<file path="config.mk">
export PLATFORM = sky130hd
export DESIGN_NAME = codec_config_seq
export DESIGN_NICKNAME = d
export VERILOG_FILES = /design/src/rtl/codec_cfg_pkg.sv /design/src/rtl/codec_vol_ctrl.sv /design/src/rtl/codec_config_seq.sv
export SDC_FILE = /design/constraint.sdc
export NUM_CORES = 1
export LEC_CHECK = 0
export CORE_MARGIN = 8
export CORE_UTILIZATION = 49
export DETAILED_ROUTE_END_ITERATION = 16
export PLACE_DENSITY = 0.8
export SLEW_MARGIN = 20
export SYNTH_ARGS = -nofsm -noshare
export SYNTH_HDL_FRONTEND = slang
export SYNTH_SLANG_ARGS = --single-unit
</file>
<file path="constraint.sdc">
create_clock -name clk_in -period 2.64 [get_ports clk_in]
set_clock_uncertainty 0.2 [all_clocks]
set_input_delay 0.792 -clock clk_in [delete_from_list [all_inputs] [get_ports clk_in]]
set_output_delay 0.792 -clock clk_in [all_outputs]
set_load 0.01 [all_outputs]
</file>
<file path="src/rtl/codec_cfg_pkg.sv">
// codec_cfg_pkg: shared FSM states, codec device address and headphone volume limits
package codec_cfg_pkg;
    typedef enum logic [2:0] {IDLE, LOAD, WAIT, SEND, NEXT, DONE, ERROR} state_t;
    localparam logic [6:0] CODEC_DEV_ADDR = 7'h1A;
    localparam logic [6:0] VOL_INIT_DEF = 7'd57;
    localparam logic [6:0] VOL_MIN_DEF = 7'd47;
    localparam logic [6:0] VOL_MAX_DEF = 7'd127;
    localparam logic [6:0] VOL_STEP_DEF = 7'd5;
endpackage

</file>
<file path="src/rtl/codec_vol_ctrl.sv">
// codec_vol_ctrl: saturating headphone volume register; keys act only when CODEC_VOL_KEY_EN is defined
module codec_vol_ctrl
    import codec_cfg_pkg::*;
#(
    parameter logic [6:0] VOL_INIT = VOL_INIT_DEF,
    parameter logic [6:0] VOL_MIN = VOL_MIN_DEF,
    parameter logic [6:0] VOL_MAX = VOL_MAX_DEF,
    parameter logic [6:0] VOL_STEP = VOL_STEP_DEF
) (
    input logic clk_in,
    input logic rst,
    input logic key_up,
    input logic key_dn,
    output logic [6:0] volume,
    output logic changed
);
    logic up, dn;
    logic [7:0] vol_up;
    logic [6:0] vol_nxt;
`ifdef CODEC_VOL_KEY_EN
    assign up = key_up & ~key_dn;
    assign dn = key_dn & ~key_up;
`else
    logic unused_keys;
    assign unused_keys = key_up ^ key_dn;
    assign up = 1'b0;
    assign dn = 1'b0;
`endif
    // saturating step: up is summed in 8 bits so overflow past 127 clamps cleanly
    always_comb begin
        vol_up = {1'b0, volume} + {1'b0, VOL_STEP};
        vol_nxt = up ? ((vol_up > {1'b0, VOL_MAX}) ? VOL_MAX : vol_up[6:0])
                : dn ? (({1'b0, volume} < {1'b0, VOL_MIN} + {1'b0, VOL_STEP}) ? VOL_MIN : volume - VOL_STEP)
                : volume;
    end
    assign changed = vol_nxt != volume;
    // volume register
    always_ff @(posedge clk_in or posedge rst) begin
        if (rst) volume <= VOL_INIT;
        else volume <= vol_nxt;
    end
endmodule

</file>
<file path="src/rtl/codec_config_seq.sv">
// codec_config_seq: writes a register table to the codec over I2C with retry; volume keys via CODEC_VOL_KEY_EN
module codec_config_seq
    import codec_cfg_pkg::*;
#(
    parameter int NUM_REGS = 10,
    parameter logic [6:0] DEV_ADDR = CODEC_DEV_ADDR,
    parameter int WAIT_CYCLES = 10,
    parameter int MAX_RETRY = 3,
    parameter int VOL_L_IDX = 2,
    parameter int VOL_R_IDX = 3,
    parameter logic [6:0] VOL_INIT = VOL_INIT_DEF,
    parameter logic [6:0] VOL_MIN = VOL_MIN_DEF,
    parameter logic [6:0] VOL_MAX = VOL_MAX_DEF,
    parameter logic [6:0] VOL_STEP = VOL_STEP_DEF
) (
    input logic clk_in,
    input logic rst,
    input logic restart,
    input logic key_up,
    input logic key_dn,
    output logic [3:0] reg_idx,
    input logic [15:0] reg_word,
    output logic [23:0] iic_data,
    output logic iic_start,
    input logic iic_idle,
    input logic iic_ack_n,
    output logic busy,
    output logic done,
    output logic error,
    output logic [6:0] volume
);
    state_t state;
    logic [3:0] idx, retry;
    logic [15:0] cnt, word;
    logic pending, vol_chg, trig;

    codec_vol_ctrl #(
        .VOL_INIT(VOL_INIT), .VOL_MIN(VOL_MIN), .VOL_MAX(VOL_MAX), .VOL_STEP(VOL_STEP)
    ) u_vol (
        .clk_in(clk_in), .rst(rst), .key_up(key_up), .key_dn(key_dn),
        .volume(volume), .changed(vol_chg)
    );

    assign trig = restart | vol_chg;
    assign reg_idx = idx;
`ifdef CODEC_VOL_KEY_EN
    assign word = (idx == 4'(VOL_L_IDX) || idx == 4'(VOL_R_IDX))
                ? {reg_word[15:9], 1'b0, reg_word[7], volume} : reg_word;
`else
    assign word = reg_word;
`endif
    assign busy = state inside {LOAD, WAIT, SEND, NEXT};
    assign done = state == DONE;
    assign error = state == ERROR;

    // sequencer: fetch, hold request, await master, retry on NACK, rerun when a rewrite is pending
    always_ff @(posedge clk_in or posedge rst) begin
        if (rst) begin
            state <= IDLE;
            iic_start <= 1'b0;
            iic_data <= '0;
            idx <= '0;
            retry <= '0;
            cnt <= '0;
            pending <= 1'b0;
        end else begin
            if (trig && busy) pending <= 1'b1;
            case (state)
                IDLE: begin
                    idx <= '0;
                    retry <= '0;
                    state <= LOAD;
                end
                LOAD: begin
                    iic_data <= {DEV_ADDR, 1'b0, word};
                    iic_start <= 1'b1;
                    cnt <= '0;
                    state <= WAIT;
                end
                WAIT: begin
                    cnt <= cnt + 16'd1;
                    if (cnt == 16'(WAIT_CYCLES - 1)) state <= SEND;
                end
                SEND: if (iic_idle) begin
                    iic_start <= 1'b0;
                    if (!iic_ack_n) state <= NEXT;
                    else if (retry == 4'(MAX_RETRY)) state <= ERROR;
                    else begin
                        retry <= retry + 4'd1;
                        state <= LOAD;
                    end
                end
                NEXT: begin
                    retry <= '0;
                    if (idx == 4'(NUM_REGS - 1)) begin
                        idx <= '0;
                        pending <= 1'b0;
                        state <= (pending || trig) ? LOAD : DONE;
                    end else begin
                        idx <= idx + 4'd1;
                        state <= LOAD;
                    end
                end
                default: if (trig) begin
                    idx <= '0;
                    retry <= '0;
                    pending <= 1'b0;
                    state <= LOAD;
                end
            endcase
        end
    end
endmodule

</file>
-- Word-level counts from Yosys, hierarchy flattened
Cells that the tools add are included.
- output and inout bits: 39
- register bits after elaboration: 46
- reduce and logical (&&, ||, !) cells: 17
- bitwise gates (word level): 2
- $add $sub $neg: 3
- muxes and demuxes: 22
- equality and inequality tests: 13
- operators with widths (cell ; count):
    $pmux 16 s2 ; 1
    $pmux 4 s3 ; 2
    $mux 3 ; 7
    $mux 4 ; 5
    $add 16x1->16 const B ; 1
    $eq 16x4->1 const B ; 1
    $pmux 3 s5 ; 1
    $eq 3x3->1 const B ; 3
    $add 4x1->4 const B ; 2
    $eq 3x2->1 const B ; 2
    $ne 2x2->1 const B ; 3
    $reduce_bool 3->1 ; 2
    $reduce_bool 6->1 ; 1
    $reduce_and 5->1 ; 1
    $eq 4x2->1 const B ; 1
    $eq 4x4->1 const B ; 1
    $mux 1 ; 4
    $pmux 1 s2 ; 2
    $reduce_and 2->1 ; 2
    $reduce_bool 2->1 ; 2
    $reduce_bool 4->1 ; 1
    $reduce_or 2->1 ; 2
    $reduce_or 4->1 ; 1
    $eq 3x1->1 const B ; 1
    other kinds (7) ; 8

-- Depth between registers and ports, before layout
- depth after elaboration: 6
- gate-level depth with buffers: 7
- depth with buffers taken out: 6

-- Cells and area by module
From an unflattened synthesis, not the netlist that was laid out.
- cells, all modules: 262
- area total of the unflattened synthesis: 2372.3 um^2
- by module, submodules not included (module ; cells an instance ; seq. area each (um^2) ; area an instance (um^2) ; instances):
    codec_config_seq ; 252 ; 1151.1 ; 2304.7 ; 1
    codec_vol_ctrl ; 10 ; 0.0 ; 67.6 ; 1

-- Worst setup path after synthesis
No wires, ideal clock.
- path kind: register to output
- start point: register state[0]
- end point: output port busy
- arrival: 1042 ps
- buffers on the path: 1
- required time: 1648 ps
- path slack: 606 ps
- stages on the path, launching flop included: 4
- cell sequence: dfrtp_1 > clkbuf_1 > nor2_1 > xnor2_1
- cells in the longest elaborated chain, start to end: 2
- elaborated cells on any way between the ends: 5
- classes of those cells: eq/ne: 4; reduce/logical: 1
- RTL lines (element ; RTL line ; RTL):
    start, declared ; codec_config_seq.sv:32 ; state_t state;
    start signal, assigned ; codec_config_seq.sv:98 ; state <= (pending || trig) ? LOAD : DONE;
    $eq 3x1->1 (tied with other cells) ; codec_config_seq.sv:52 ; assign busy = state inside {LOAD, WAIT, SEND, NEXT};
    $reduce_bool 4->1 * ; codec_config_seq.sv:52 ;
    end, declared ; codec_config_seq.sv:27 ; output logic busy,
Mark *: on every way between the ends. The rest lies on a longest branch, timed or not.

-- Final worst setup path
- start point: register state[1]
- end point: output port done
- cells in the longest elaborated chain, start to end: 1
- RTL lines (element ; RTL line ; RTL):
    $eq 3x3->1 ; codec_config_seq.sv:53 ; assign done = state == DONE;
    end, declared ; codec_config_seq.sv:28 ; output logic done,
No other way between the ends.

==> key figures <==
Status
  – Status: finished, final reports clean

Clock tree
  – TritonCTS clock tree: built
  – Root Buffer: clkbuf_8
  – Clock Pin Slew Worst Setup and Hold Paths: 90 ps
  – CTS sink cnt: 46
  – CTS max path bufs: 2
  – H-tree lvl count: 2
  – Num CTS Buffers: 5
  – Clock latency at the later pin of the worst-skew pair: around 300 ps

Timing
  – Final setup viols: 0
  – Pin slew with the least headroom to its limit: between 500 and 600 ps
  – Slew headroom: a little over three fifths
  – Fmax achieved: between 300 and 400 MHz
  – RSZ-0062 raised after global routing: false
  – Fin Setup TNS: 0 ps
  – Minimum clock period: 2540 ps
  – Slew Limit Fails: 0
  – Fin. Hold Viols: 0
  – Period utilization: roughly 96%
  – Fin worst setup slack: 102 ps

Setup path
  – CP Capture Type: output pin
  – Critical Path AT: 1550 ps
  – Depth of the worst register-to-register path: 5
  – FF-to-FF setup slack: roughly 460 ps
  – Crit start category: flip-flop
  – Crit Path Max Fanout: 6
  – CP Class: reg -> out
  – CP required: roughly 1700 ps
  – Crit Reg-Reg Startpoint: state[0]
  – Critical path startpoint: state[1]
  – Critical Path End: done
  – RR Endpoint: cnt[12]

Synth
  – Mux cell area share after synthesis: 3.41%
  – Register area share after synthesis: 48.3%
  – Main synth FF type: dfrtp_1
  – Syn avg cell area: between 9 and 10 sq um
  – Post-synthesis adder-cell area fraction: around 2.6%
  – Number of distinct library cells after synthesis: 46
  – Post-Synthesis Cells: ~260
  – Async S/R FF share, synth: 100%
  – Post-synthesis register bit count: 46
  – EDFF count, synth: 0
  – Main combinational cell family by area after synthesis: simple AND/OR/NAND/NOR gates
  – Synth warn: 0
  – Compound-Gate Fraction of Synth Area: a little under an eighth
  – Synth Area in XOR/XNOR: approximately 1.1%
  – Synth Cell Area: around 0.0024 sq mm
  – Simple-gate portion of the synthesized area: 24.3%

Final layout
  – Antenna cells: 0
  – Area Growth Syn to Fin: 26.5%
  – Nets@finish: 340
  – Post-layout util: 63.9%
  – Non-Filler Instances: 380
  – Share of layout cells above drive strength 1: 9.90%

GRT
  – Vias in the first global route: roughly 1900
  – Total global-route track usage: 14.5%
  – First-pass GRT wire length: between 8000 and 9000 um
  – Initial antenna violation count: 0
  – Largest net degree at the start of global routing: 47
  – Total gr overflow: 0

Placed design
  – RePlAce Congestion: 0.779
  – Cell count after placement: 370
  – Port Buf Inserts: 47
  – DP Worst Slack: 155 ps
  – Detailed placer's ending HPWL: 3790 um

Drt
  – WL final: 5170 um
  – Drt pass-1 iters: 4
  – Vias per inst: approximately 5
  – DR vias: about 1900
  – Wirelength per Cell: ~14 um
  – DRC errors left: 0
  – Post-DRT Antenna Nets: 0
  – Iter 0 DRT Violations: 82

Floorplanning
  – Num rows: 25
  – Full die area: between 0.007 and 0.008 sq mm
  – Die Ht: 85.8 um
  – Core Area: 0.00472 sq mm
  – Die width: about 86 um
  – Io pins: 62
  – Starting Density: between 50% and 60%

Pwr
  – Worst vdd ir: 0.000572 V
  – Power per Cell Area: 869 mW/mm^2
  – P_leak: 1.43 nW

Hold path
  – Hold WC Path Type: reg -> reg

Run
  – Max-cap violation count: 0
-- worst max-delay path, stage by stage, from the launching register on --
cell and delay (ps):
dfrtp_1 450, clkinv_1 130, and3_1 190, clkdlybuf4s50_1 480
-- flip-flops by register name (all words and copies together), names as in the netlist --
signal / cells
state: 3
iic_data: 17
retry: 4
pending: 1
cnt: 16
iic_start: 1
reg_idx: 4
-- cell type report --
type	count	area, sq um
clock buffers	6	72.6
clock inverters	2	13.8
fillers	409	1710
inverters	10	37.5
multi-input cells	190	1080
flip-flops and latches	46	1150
well taps	67	83.8
repair buffers	59	578
-- what timing repair did --
action	CTS	global route
endpoints found under the setup margin	2	3
hold buffers	0	0
gates resized for setup	3	2
buffers inserted	0	2
-- cells by family (layout without fill, tap and decap cells) --
group,Yosys count,in the layout
XOR/XNOR,3,3
buffers and inverters,35,77
flip-flops,46,46
multiplexers,8,8
AO/OA/AOI/OAI,40,40
adder cells (fa/ha/maj),5,5
AND/OR/NAND/NOR,122,122
other,2,12
-- report_power, final --
| part | switching [W] | total [W] | internal, W |
|---|---|---|---|
| registers | 0.000144 | 0.00105 | 0.000901 |
| clock network | 0.000239 | 0.000426 | 0.000187 |
| logic | 0.000590 | 0.00115 | 0.000563 |
-- through the flow --
stage | total power (W) | hold WS (ps) | area [sq um]
after floorplan | 0.00166 | 246 | 2420
after global placement | 0.00216 | 257 | 2910
after detailed placement | 0.00220 | 261 | 2910
after CTS | 0.00263 | 283 | 3000
after global routing | 0.00284 | 309 | 3020
final | 0.00262 | 278 | 3020
-- layer usage --
layer	track usage (%)	wire length [um]
met2	24.5	2510
met1	17.5	2350
met5	0	0
met4	4.62	65
met3	3.82	246
-- worst min-delay path by stage --
stage / slack, ps / endpoint / startpoint / depth (start not counted)
finish: 280 / cnt[15] / cnt[15] / 1
global route: 310 / iic_data[7] / iic_data[7] / 2
CTS: 280 / iic_data[3] / iic_data[3] / 2
detailed placement: 260 / iic_data[3] / iic_data[3] / 2
global placement: 260 / iic_data[0] / iic_data[0] / 2
floorplan: 250 / cnt[15] / cnt[15] / 1
-- Yosys cell counts (4+ instances only) --
cell | count | share of area (%)
nand2_1 | 74 | 12
dfrtp_1 | 46 | 48
buf_4 | 16 | 5.0
o21ai_0 | 10 | 2.1
inv_1 | 9 | 1.4
nor2_1 | 9 | 1.4
nand3_1 | 8 | 1.7
a21oi_1 | 7 | 1.5
mux2i_1 | 7 | 2.9
clkbuf_1 | 6 | 0.94
ha_1 | 5 | 2.6
and3_1 | 4 | 1.0
nor4_1 | 4 | 1.0
-- layout by cell type, fill, tap and decap left out, types with 3 or more instances in the layout --
cell type,Yosys,layout
mux2i_1,7,7
o22ai_1,3,3
nor4_1,4,4
buf_4,16,11
nand4_1,3,3
inv_1,9,8
a21oi_1,7,7
nor2_1,9,8
nand3_1,8,8
ha_1,5,5
and3_1,4,4
clkdlybuf4s50_1,0,45
dfrtp_1,46,44
and2_1,3,3
o211ai_1,3,3
nand2_1,74,74
conb_1,2,12
a21boi_0,3,3
clkbuf_8,0,5
o21ai_0,10,10
Note: power is estimated with default switching activity, not from simulation.
